**src/rtl/nibble_acc_pkg.sv**
```systemverilog
// Shared definitions for the nibble sum accumulator slice.
//
// Contents:
//   DEF_DATA_W, DEF_ACC_W, DEF_BURST - default widths and burst length
//   acc_state_t                      - accumulator FSM state encoding
//
// Optional build macro used by the slice: NIBBLE_ACC_SAT_EN (see top module).
package nibble_acc_pkg;

    localparam int DEF_DATA_W = 4;
    localparam int DEF_ACC_W  = 8;
    localparam int DEF_BURST  = 4;

    typedef enum logic [1:0] {
        IDLE  = 2'd0,
        ACCUM = 2'd1,
        HOLD  = 2'd2
    } acc_state_t;

endpackage

```
**src/rtl/nibble_pair_adder.sv**
```systemverilog
// Combinational operand-pair adder.
//
// Both operands are zero-extended to DATA_W+1 bits before the add, so the
// carry out of the top bit is always kept. This module is the single home of
// that rule and is shared with the neighbouring adder stage.
//
// Ports:
//   a   [DATA_W-1:0] in  - operand A
//   b   [DATA_W-1:0] in  - operand B
//   sum [DATA_W:0]   out - full-width pair sum
module nibble_pair_adder
    import nibble_acc_pkg::*;
#(
    parameter int DATA_W = DEF_DATA_W
) (
    input  logic [DATA_W-1:0] a,
    input  logic [DATA_W-1:0] b,
    output logic [DATA_W:0]   sum
);

    assign sum = {1'b0, a} + {1'b0, b};

endmodule

```
**src/rtl/nibble_sum_accumulator.sv**
```systemverilog
// Nibble sum accumulator.
//
// Takes operand pairs over a valid/ready handshake, adds each pair at full
// width, and accumulates BURST pair sums into an ACC_W total. The total is
// then presented on a valid/ready output together with an overflow flag.
// No pair is accepted while a result is waiting, so accept and emit never
// happen in the same cycle.
//
// Build option:
//   NIBBLE_ACC_SAT_EN defined   - the accumulator saturates at 2^ACC_W-1 on
//                                 overflow and stays there for the burst.
//   NIBBLE_ACC_SAT_EN undefined - the accumulator wraps modulo 2^ACC_W.
//   In both builds out_ovf reports whether the burst overflowed.
//
// Ports:
//   clk       in  - clock, rising edge
//   rst_n     in  - asynchronous active-low reset
//   in_valid  in  - operand pair valid
//   in_ready  out - pair can be accepted (low while a result is held)
//   in_a      in  - operand A [DATA_W-1:0]
//   in_b      in  - operand B [DATA_W-1:0]
//   out_valid out - result valid
//   out_ready in  - sink accepts result
//   out_sum   out - accumulated total [ACC_W-1:0]
//   out_ovf   out - total exceeded 2^ACC_W-1 during this burst
//   busy      out - FSM is not idle
module nibble_sum_accumulator
    import nibble_acc_pkg::*;
#(
    parameter int DATA_W = DEF_DATA_W,
    parameter int ACC_W  = DEF_ACC_W,
    parameter int BURST  = DEF_BURST
) (
    input  logic              clk,
    input  logic              rst_n,
    input  logic              in_valid,
    output logic              in_ready,
    input  logic [DATA_W-1:0] in_a,
    input  logic [DATA_W-1:0] in_b,
    output logic              out_valid,
    input  logic              out_ready,
    output logic [ACC_W-1:0]  out_sum,
    output logic              out_ovf,
    output logic              busy
);

    localparam int CNT_W = $clog2(BURST + 1);
    localparam logic [CNT_W-1:0] LAST_CNT = CNT_W'(BURST - 1);

    acc_state_t       state;
    logic [ACC_W-1:0] acc;
    logic [CNT_W-1:0] cnt;
    logic             ovf;

    logic [DATA_W:0]  pair_sum;
    logic [ACC_W:0]   pair_ext;
    logic [ACC_W:0]   acc_sum;
    logic [ACC_W-1:0] acc_new;
    logic             ovf_new;
    logic             accept;

    nibble_pair_adder #(
        .DATA_W (DATA_W)
    ) u_pair_adder (
        .a   (in_a),
        .b   (in_b),
        .sum (pair_sum)
    );

    // Both handshake outputs decode only the registered state, so out_ready
    // never reaches in_ready combinationally.
    assign in_ready = (state != HOLD);
    assign busy     = (state != IDLE);
    assign accept   = in_valid && in_ready;

    // ACC_W >= DATA_W+1 guarantees at least one padding bit here.
    assign pair_ext = {{(ACC_W - DATA_W){1'b0}}, pair_sum};

    // One extra bit on the add exposes the carry that marks overflow; the
    // overflow flag is sticky across the burst.
    always_comb begin
        acc_sum = {1'b0, acc} + pair_ext;
        ovf_new = ovf | acc_sum[ACC_W];
`ifdef NIBBLE_ACC_SAT_EN
        acc_new = ovf_new ? {ACC_W{1'b1}} : acc_sum[ACC_W-1:0];
`else
        acc_new = acc_sum[ACC_W-1:0];
`endif
    end

    // Accumulator FSM. acc and ovf only move on an accepted pair, so operand
    // values present while in_valid is low never reach the accumulator.
    always_ff @(posedge clk or negedge rst_n) begin
        if (!rst_n) begin
            state     <= IDLE;
            acc       <= '0;
            cnt       <= '0;
            ovf       <= 1'b0;
            out_valid <= 1'b0;
            out_sum   <= '0;
            out_ovf   <= 1'b0;
        end else begin
            case (state)
                IDLE, ACCUM: begin
                    if (accept) begin
                        acc <= acc_new;
                        ovf <= ovf_new;
                        if (cnt == LAST_CNT) begin
                            state     <= HOLD;
                            out_valid <= 1'b1;
                            out_sum   <= acc_new;
                            out_ovf   <= ovf_new;
                        end else begin
                            state <= ACCUM;
                            cnt   <= cnt + CNT_W'(1);
                        end
                    end
                end
                HOLD: begin
                    if (out_ready) begin
                        state     <= IDLE;
                        out_valid <= 1'b0;
                        acc       <= '0;
                        cnt       <= '0;
                        ovf       <= 1'b0;
                    end
                end
                default: begin
                    state <= IDLE;
                end
            endcase
        end
    end

endmodule

```
**config.mk**
```make
export PLATFORM = sky130hd
export DESIGN_NAME = nibble_sum_accumulator
export DESIGN_NICKNAME = d
export VERILOG_FILES = /design/src/rtl/nibble_acc_pkg.sv /design/src/rtl/nibble_pair_adder.sv /design/src/rtl/nibble_sum_accumulator.sv
export SDC_FILE = /design/constraint.sdc
export NUM_CORES = 1
export LEC_CHECK = 0
export ABC_CLOCK_PERIOD_IN_PS = 6100
export CAP_MARGIN = 40
export CORE_MARGIN = 3
export CORE_UTILIZATION = 45
export DETAILED_ROUTE_END_ITERATION = 6
export HOLD_SLACK_MARGIN = 0.05
export PLACE_DENSITY_LB_ADDON = 0.05
export SYNTH_ARGS = -nofsm -noshare
export SYNTH_HDL_FRONTEND = slang
export SYNTH_SLANG_ARGS = --single-unit
```
**constraint.sdc**
```tcl
create_clock -name clk -period 6.1 [get_ports clk]
set_input_delay 0.61 -clock clk [delete_from_list [all_inputs] [get_ports clk]]
set_output_delay 0.61 -clock clk [all_outputs]
set_load 0.01 [all_outputs]
```
==> results of run 1 <==
## final timing paths
kind                          from    endpoint  slack [ns]  cells past startpoint
min in group asynchronous    rst_n    state[0]        0.63                      1
setup reg to reg            acc[1]  out_sum[5]        3.76                      7
hold / removal                 ovf         ovf        0.49                      2
max in group asynchronous    rst_n      acc[1]        4.99                      2
setup / recovery           in_a[1]  out_sum[5]        3.41                      8
hold reg to reg                ovf         ovf        0.49                      2
## state kept, by name, summed over array words and instances (netlist names)
register and cells:
out_valid 1, out_sum 8, cnt 3, ovf 1, out_ovf 1, state 2, acc 8
## report_power, final
| group | switching [uW] | leakage, uW | internal (uW) |
|---|---|---|---|
| registers | 49.5 | 0.000293 | 228 |
| logic | 202 | 0.000411 | 216 |
| clock network | 49.9 | 0.0000279 | 66.5 |
| total | 301 | 0.000732 | 510 |
## metal layers
metal	wire [microns]	global-route usage [%]
met3	134	4.10
met1	1200	23.5
met2	1200	26.2
met4	14	3.80
met5	0	0
## worst max-delay path: cells and delay by family
kind / cells / cell delay (ns)
AO/OA/AOI/OAI: 3 / 0.56
XOR/XNOR: 1 / 0.15
adder cells (fa/ha/maj): 3 / 1.14
buffers and inverters: 1 / 0.44
## per-stage QoR
stage	hold WS [ns]	setup WS (ns)
floorplan	0.314	3.64
detailed placement	0.468	3.06
global placement	0.458	3.13
CTS	0.498	3.40
global route	0.538	3.29
finish	0.492	3.41
## kinds of logic after synthesis
| family | share of synthesized area [%] |
|---|---|
| multiplexers | 3.90 |
| AND/OR/NAND/NOR | 11.9 |
| flip-flops | 45.7 |
| adder cells (fa/ha/maj) | 14.3 |
| AO/OA/AOI/OAI | 17.0 |
| buffers and inverters | 4.57 |
| XOR/XNOR | 2.66 |
## synthesized netlist by cell type
cell and count:
buf_4 1, nor2_4 1, mux2i_1 1, nor2_1 3, a211oi_1 1, inv_1 8
o21bai_1 1, mux2_4 2, a31oi_1 2, a211o_1 1, xnor2_1 4, a22o_1 3
nand2_4 1, o31ai_1 4, o21ai_1 5, nand3_1 1, o211ai_1 2, nand3b_1 1
nand2b_1 3, o21ai_0 6, and3b_1 1, ha_1 7, or3_1 2, nand2_1 12
o22ai_1 2, mux2_2 1, a211oi_2 1, and3_1 1, o21a_1 1, nor2_2 1
nor2b_1 1, dfrtp_1 24, a21oi_1 4, or2_2 1, buf_6 2, o311ai_1 1
fa_1 5
## placed cells by master (no fill, tap or decap), types with 2 or more instances in the layout
cell / n
dfrtp_1: 24
a31oi_1: 2
a22o_1: 3
o22ai_1: 2
mux2_4: 2
o21ai_0: 6
ha_1: 7
nand2_1: 12
o211ai_1: 2
o21ai_1: 5
or3_1: 2
o31ai_1: 4
clkbuf_4: 3
inv_1: 8
a21oi_1: 4
nor2_1: 3
clkdlybuf4s50_1: 23
fa_1: 5
xnor2_1: 4
nand2b_1: 3
## cell type report
cell class	instances	area (sq um)
inverter	8	30.0
fill	235	1010
multi-input combinational	83	654
sequential	24	601
clock buffer	3	22.5
timing repair buffer	25	253
tap	30	37.5
clock inverter	1	30.0
==> results.cfg, run 1 <==
[pwr]
p_leak_uw = 0.000732
peakVddDrop_mv = 0.344
powerDensity_nw_per_um2 = 498
finalPower_uw = 811

[cts]
cts_sinks = 24
cts_tree = yes
cts_setup_buffers = 0
cts_inserted_buffers = 3
cts_buffer_depth = 2
root_buffer = clkbuf_4
hold_buffers = 0
clk_latency_ns = 0.32
htree_levels = 1
cts-resized-gates = 0
path_clk_slew_ns = 0.14

[yosys]
synth.distinct_cells = 37
synthesis.instances = 118
synth_nets = 142
synth_warnings = 0
ys_seq_area_share_pct = 45.7
synth_area_sq_um = 1320
yosys_register_bits = 24
syn_avg_cell_area_sq_um = 11.1
synthTopCellsByArea = dfrtp_1 46%, fa_1 7.6%, ha_1 6.7%, nand2_1 3.4%, xnor2_1 2.7%
synth.largest_area_cell = dfrtp_1
synth_top_area_share_pct = 45.7

[placement]
place_area_sq_um = 1580
dp_hpwl_mm = 2.00
place_congestion = 0.762
dp_cells = 170
io_buffers = 23

[final_layout]
instances_no_fill = 174
syn_to_final_growth_pct = 23.8
layout.nets = 169
n_antenna_cell = 0
drive_gt1_share_pct = 9.72
utilization_pct = 61.8
design_area_sq_um = 1630

[die]
dieArea_sq_um = 3610
rows = 18
ioPinCount = 24
fp.coreArea_sq_um = 2640
start_util_pct = 49.9
die-width_microns = 60.1
dieHeight_microns = 60.1

[sta]
period_share_pct = 44.2
rsz0062_at_grt = no
worstMarginPinSlew_ns = 0.556
hold_viol_final = 0
finalSetupTns_ns = 0
drv_slew = 0
setup_viol = 0
skew_ns = 0.00376
timing.slew.headroom_pct = 62.9
post-route-min-period_ns = 2.69
max_freq_mhz = 371

[critical_path]
crit_slowest_cell = fa_1
critPathLaunchType = primary input
path_cells = clkdlybuf4s50_1 > fa_1 > ha_1 > fa_1 > a211oi_2 > o21bai_1 > xnor2_1 > o21ai_1
critPathMaxStageDelay_ns = 0.48
critPathKind = in -> reg
cp_max_fo = 3
cp.required_ns = 6.32
cpMostUsedCell = fa_1
cp.arrival_ns = 2.91
cp-end-kind = flop

[route]
drc_errors = 0
drt_pass1_iterations = 4
vias = 960
via_per_inst = 5.52
wl_per_cell_microns = 14.6
drtIter0Drc = 35
wirelength_mm = 2.55
ant_nets = 0

[grt]
grt_overflow = 0
grt_max_degree = 15
grt_antenna_before_repair = 0
grt_pass1_vias = 968
grt.total_usage_pct = 16.8
grt_pass1_wl_mm = 4.52

[hold_path]
min_path_type = reg -> reg

[run_status]
outcome = finished, final reports clean

[flow_run]
drv_cap = 0
No activity file was read; power rests on OpenSTA's default activity.
==> run 2, diff against run 1 <==
Settings changed: ABC_CLOCK_PERIOD_IN_PS 6100 to 2800.
Clock period 6.1 ns to 2.8 ns, I/O delays scaled along.
==> run 2 against run 1 <==
Against the previous run: sequential cell count unchanged; die area unchanged; via count down 2.7%; non-clock buffer count unchanged; first-iteration DRC count down 74%; final cell count unchanged; hold slack worse by 0.20 ns; clock-buffer cell count unchanged; critical path depth unchanged; critical path type unchanged.
==> results.cfg, run 2 (synthesized netlist as in run 1, its figures left out) <==
[route]
wl_per_cell_microns = 14.8
wirelength_mm = 2.57
drt_pass1_iterations = 4
ant_nets = 0
wl_met2_mm = 1.21
drtIter0Drc = 9
wl_met1_mm = 1.23
vias = 934
drc_errors = 0
routed.top_layer = met4
wl_met3_microns = 114
via_per_inst = 5.37

[hold_path]
min_path_type = in -> async

[die]
rows = 18
die-width_microns = 60.1
dieHeight_microns = 60.1
start_util_pct = 49.9
fp.coreArea_sq_um = 2640
ioPinCount = 24
dieArea_sq_um = 3610

[pwr]
internal-power_uw = 1110
pwr-share-seq_pct = 34.1
swShare_pct = 37.3
p_leak_uw = 0.000729
net-switching-power_uw = 661
peakVddDrop_mv = 0.635
powerDensity_nw_per_um2 = 1090
clkPwrFrac_pct = 14.5
power_frac_comb_pct = 51.4

[placement]
place_area_sq_um = 1570
io_buffers = 23
dp_hpwl_mm = 1.92
place_congestion = 0.744
place_ws_ns = 0.0833

[final_layout]
syn_to_final_growth_pct = 23.2
design_area_sq_um = 1620
n_antenna_cell = 0
layout_common_cells = 24 x dfrtp_1, 23 x clkdlybuf4s50_1, 12 x nand2_1, 8 x inv_1, 7 x ha_1
drive_gt1_share_pct = 9.72
final_common_cell = dfrtp_1
reg_top3 = acc x8, out_sum x8, cnt x3
layout.nets = 169

[sta]
post-route-min-period_ns = 2.39
timing.slew.headroom_pct = 73.0
worst_slack_ns = 0.409
max_freq_mhz = 418
period_share_pct = 85.4
drv_slew = 0
worstMarginPinSlew_ns = 0.405
rsz0062_at_grt = no
finalSetupTns_ns = 0
setup_viol = 0
skew_ns = 0.0126
hold_viol_final = 0

[grt]
grt_overflow = 0
grt_max_degree = 25
grt.total_usage_pct = 16.3
grt_pass1_vias = 933
grt_antenna_before_repair = 0
grt_pass1_wl_mm = 4.37

[cts]
path_clk_slew_ns = 0.15
cts_tree = yes
cts_setup_buffers = 0
hold_buffers = 0
clk_latency_ns = 0.32
cts_inserted_buffers = 3
cts-resized-gates = 0
htree_levels = 1
cts_sinks = 24
root_buffer = clkbuf_4
cts_buffer_depth = 2

[run_status]
outcome = finished, final reports clean

[critical_path]
cp-end-kind = flop
cp.arrival_ns = 2.63
cp_max_fo = 3
critPathLaunchType = primary input
cp.required_ns = 3.04
critPathKind = in -> reg

[flow_run]
drv_cap = 0
[run 2: cell type report]
type                       count  area [sq um]
timing repair buffer          25           245
inverter                       8          30.0
sequential                    24           601
tap                           30          37.5
multi-input combinational     83           654
fill                         230          1010
clock buffer                   3          22.5
clock inverter                 1          30.0
[run 2: worst max-delay path, stage by stage]
cell	delay (ns)
clkdlybuf4s50_1	0.44
fa_1	0.48
ha_1	0.24
fa_1	0.42
a211oi_2	0.30
o21bai_1	0.21
a21oi_1	0.12
o21ai_0	0.15
[run 2: per-layer routing]
metal  track usage, %  up-vias
li1                 -      470
met1             23.4      442
met2             25.0       20
met3             4.10        2
met4             3.16        0
met5                0        -
[run 2: path summary, 6_finish.rpt]
path | from | end | slack, ns | cells after the start
min in group clk | ovf | ovf | 0.49 | 2
max in group asynchronous | rst_n | acc[4] | 2.26 | 2
max | in_a[1] | acc[5] | 0.41 | 8
max reg2reg | acc[1] | acc[5] | 0.42 | 7
min reg2reg | ovf | ovf | 0.49 | 2
min | rst_n | out_sum[7] | 0.29 | 2
[run 2: stage by stage]
stage	cells	hold slack [ns]	util [%]	total power [uW]
after floorplan	118	-0.0156	-	1220
after detailed placement	170	0.466	59.5	1520
final	174	0.294	61.5	1770
after global routing	174	0.304	61.5	1920
after CTS	174	0.307	61.5	1790
after global placement	170	0.458	59.5	1490
[run 2: power groups by stage]
stage	registers, uW	clock network [uW]	logic [uW]
after floorplan	620	0	602
after global placement	603	0	891
after detailed placement	613	0	911
after CTS	605	260	921
after global routing	629	277	1020
final	605	257	911
==> RTL change: new RTL, settings of run 2 <==
`DEF_BURST`: 4 -> 8.
--- a/src/rtl/nibble_acc_pkg.sv
+++ b/src/rtl/nibble_acc_pkg.sv
@@ -9,7 +9,7 @@
 
     localparam int DEF_DATA_W = 4;
     localparam int DEF_ACC_W  = 8;
-    localparam int DEF_BURST  = 4;
+    localparam int DEF_BURST  = 8;
 
     typedef enum logic [1:0] {
         IDLE  = 2'd0,
Function: changed (a bounded check fails within 10 cycles, from zero or initial values and one cycle with rst_n low).
==> RTL change against run 2 <==
  * Wire length rose by 10%
  * Highest routed layer unchanged
  * Sequential cell count up 1
  * Total power fell by 6.6%
  * Count of clock-buffer cells in the layout unchanged
  * Synthesized area rose by 9.7%
  * Setup slack got worse by 5.0 ps
  * Clock skew is 1.0 ps lower
  * Critical path type unchanged
  * Cell area rose by 5.9%
==> RTL change: results (changes against run 2) <==
===========================================================================
Chip Width ...................................................      62.6 µm   +4.3%
Layout Nets ..................................................          180   +6.5%
Cell count of the worst reg-to-reg path ......................            8   +1
DR vias ......................................................         1041   +11%
Most common flop cell mapped by yosys ........................ sky130_fd_sc_hd__dfrtp_1
Cells taking the most area after synthesis ................... sky130_fd_sc_hd__dfrtp_1, sky130_fd_sc_hd__fa_1, sky130_fd_sc_hd__ha_1
Run status ................................................... complete, no violations
Final Hold Slack .............................................       298 ps   +4.78 ps
Number of non-clock buffers in the layout ....................           24   -4.0%
Worst IR drop on VDD .........................................     0.584 mV   -8.0%
Mapped Avg Cell Area .........................................     10.8 µm²   -2.7%
Multi-input combinational area share .........................        42.6%   +2.2 points
Layout buffering overhead excluding clock cells ..............        13.9%   -1.3 points
Number of global-route vias before repair ....................         1105   +18%
Maximum number of pins on one net before global-route repair .           26   +4.0%
Share of post-route cells with drive strength above 1 ........        13.4%   +3.7 points
Number of multi-input combinational cells ....................           93   +12%
First-pass GRT wire length ...................................      5130 µm   +17%
Post-synth top cells ......................................... sky130_fd_sc_hd__dfrtp_1, sky130_fd_sc_hd__nand2_1, sky130_fd_sc_hd__inv_1
Transition time at the pin with the least slew margin ........       452 ps   +46.5 ps
Clock Network Area Fraction ..................................        1.60%   -1.6 points
First-iteration detailed-routing DRC count ...................           51   +42
Multiplexer share of the synthesized area ....................        4.60%   +0.70 points
Area enclosed by the die boundary ............................     3920 µm²   +8.7%
Fillers ......................................................          279   +21%
Overall global routing resource usage ........................        16.2%   -0.091 points
Area taken by flip-flops and latches .........................      626 µm²   +4.2%
Largest registers ranked by flip-flop count .................. acc: 8 flops, out_sum: 8 flops, cnt: 4 flops
Destination of the critical timing path ......................   out_sum[5]
Peak fanout along the critical path ..........................            4   +1
Switch share .................................................        39.1%   +1.8 points
Fraction of the yosys area taken by sequential cells .........        43.4%   -2.3 points
Global placer's final weighted congestion ....................        0.868   +17%
Largest stage delay on the critical path .....................       550 ps   +70 ps
Critical Path AT .............................................      2650 ps   +20 ps
R2R setup slack ..............................................       430 ps
Number of nets produced by synthesis .........................          155   +9.2%
Number of distinct library cells after synthesis .............           41   +11%
Reported leakage power .......................................  0.000792 µW   +8.6%
Number of cells in the finished layout apart from fillers ....          199   +14%
Register bit total from synthesis ............................           25   +4.2%
Post-synthesis compound-gate area fraction ...................        15.6%   -1.4 points
Post-detailed-placement half-perimeter wirelength ............      2050 µm   +6.8%
Nonclk inv count .............................................           11   +3
Routed length per instance ...................................      14.3 µm   -3.5%
Post-Route Skew ..............................................      11.5 ps   -1.02 ps
Post-route design area .......................................     1720 µm²   +5.9%
XOR/XNOR Fraction of Synth Area ..............................        3.04%   +0.37 points
===========================================================================
-- RTL change: changes by cell type in the layout (fill, tap and decap cells not counted), moves of 3 or more --
cell	before	now
sky130_fd_sc_hd__o31ai_1	4	0
sky130_fd_sc_hd__inv_1	8	11
sky130_fd_sc_hd__a21oi_1	4	7
sky130_fd_sc_hd__nand3_1	1	5
-- RTL change: routing by layer --
| metal | vias up | track usage (%) | wire length, µm |
|---|---|---|---|
| met5 | - | 0 | 0 |
| met4 | 0 | 6.89 | 48 |
| met3 | 4 | 2.70 | 117 |
| met2 | 25 | 26.5 | 1290 |
| met1 | 501 | 21.2 | 1390 |
| li1 | 511 | - | - |
-- RTL change: power groups by stage --
stage / sequential (µW) / clock, µW / combinational (µW)
3_5_place_dp: 641 / 0 / 858
6_report: 633 / 163 / 860
3_3_place_gp: 634 / 0 / 847
2_1_floorplan: 641 / 0 / 585
4_1_cts: 632 / 173 / 869
5_1_grt: 657 / 188 / 987
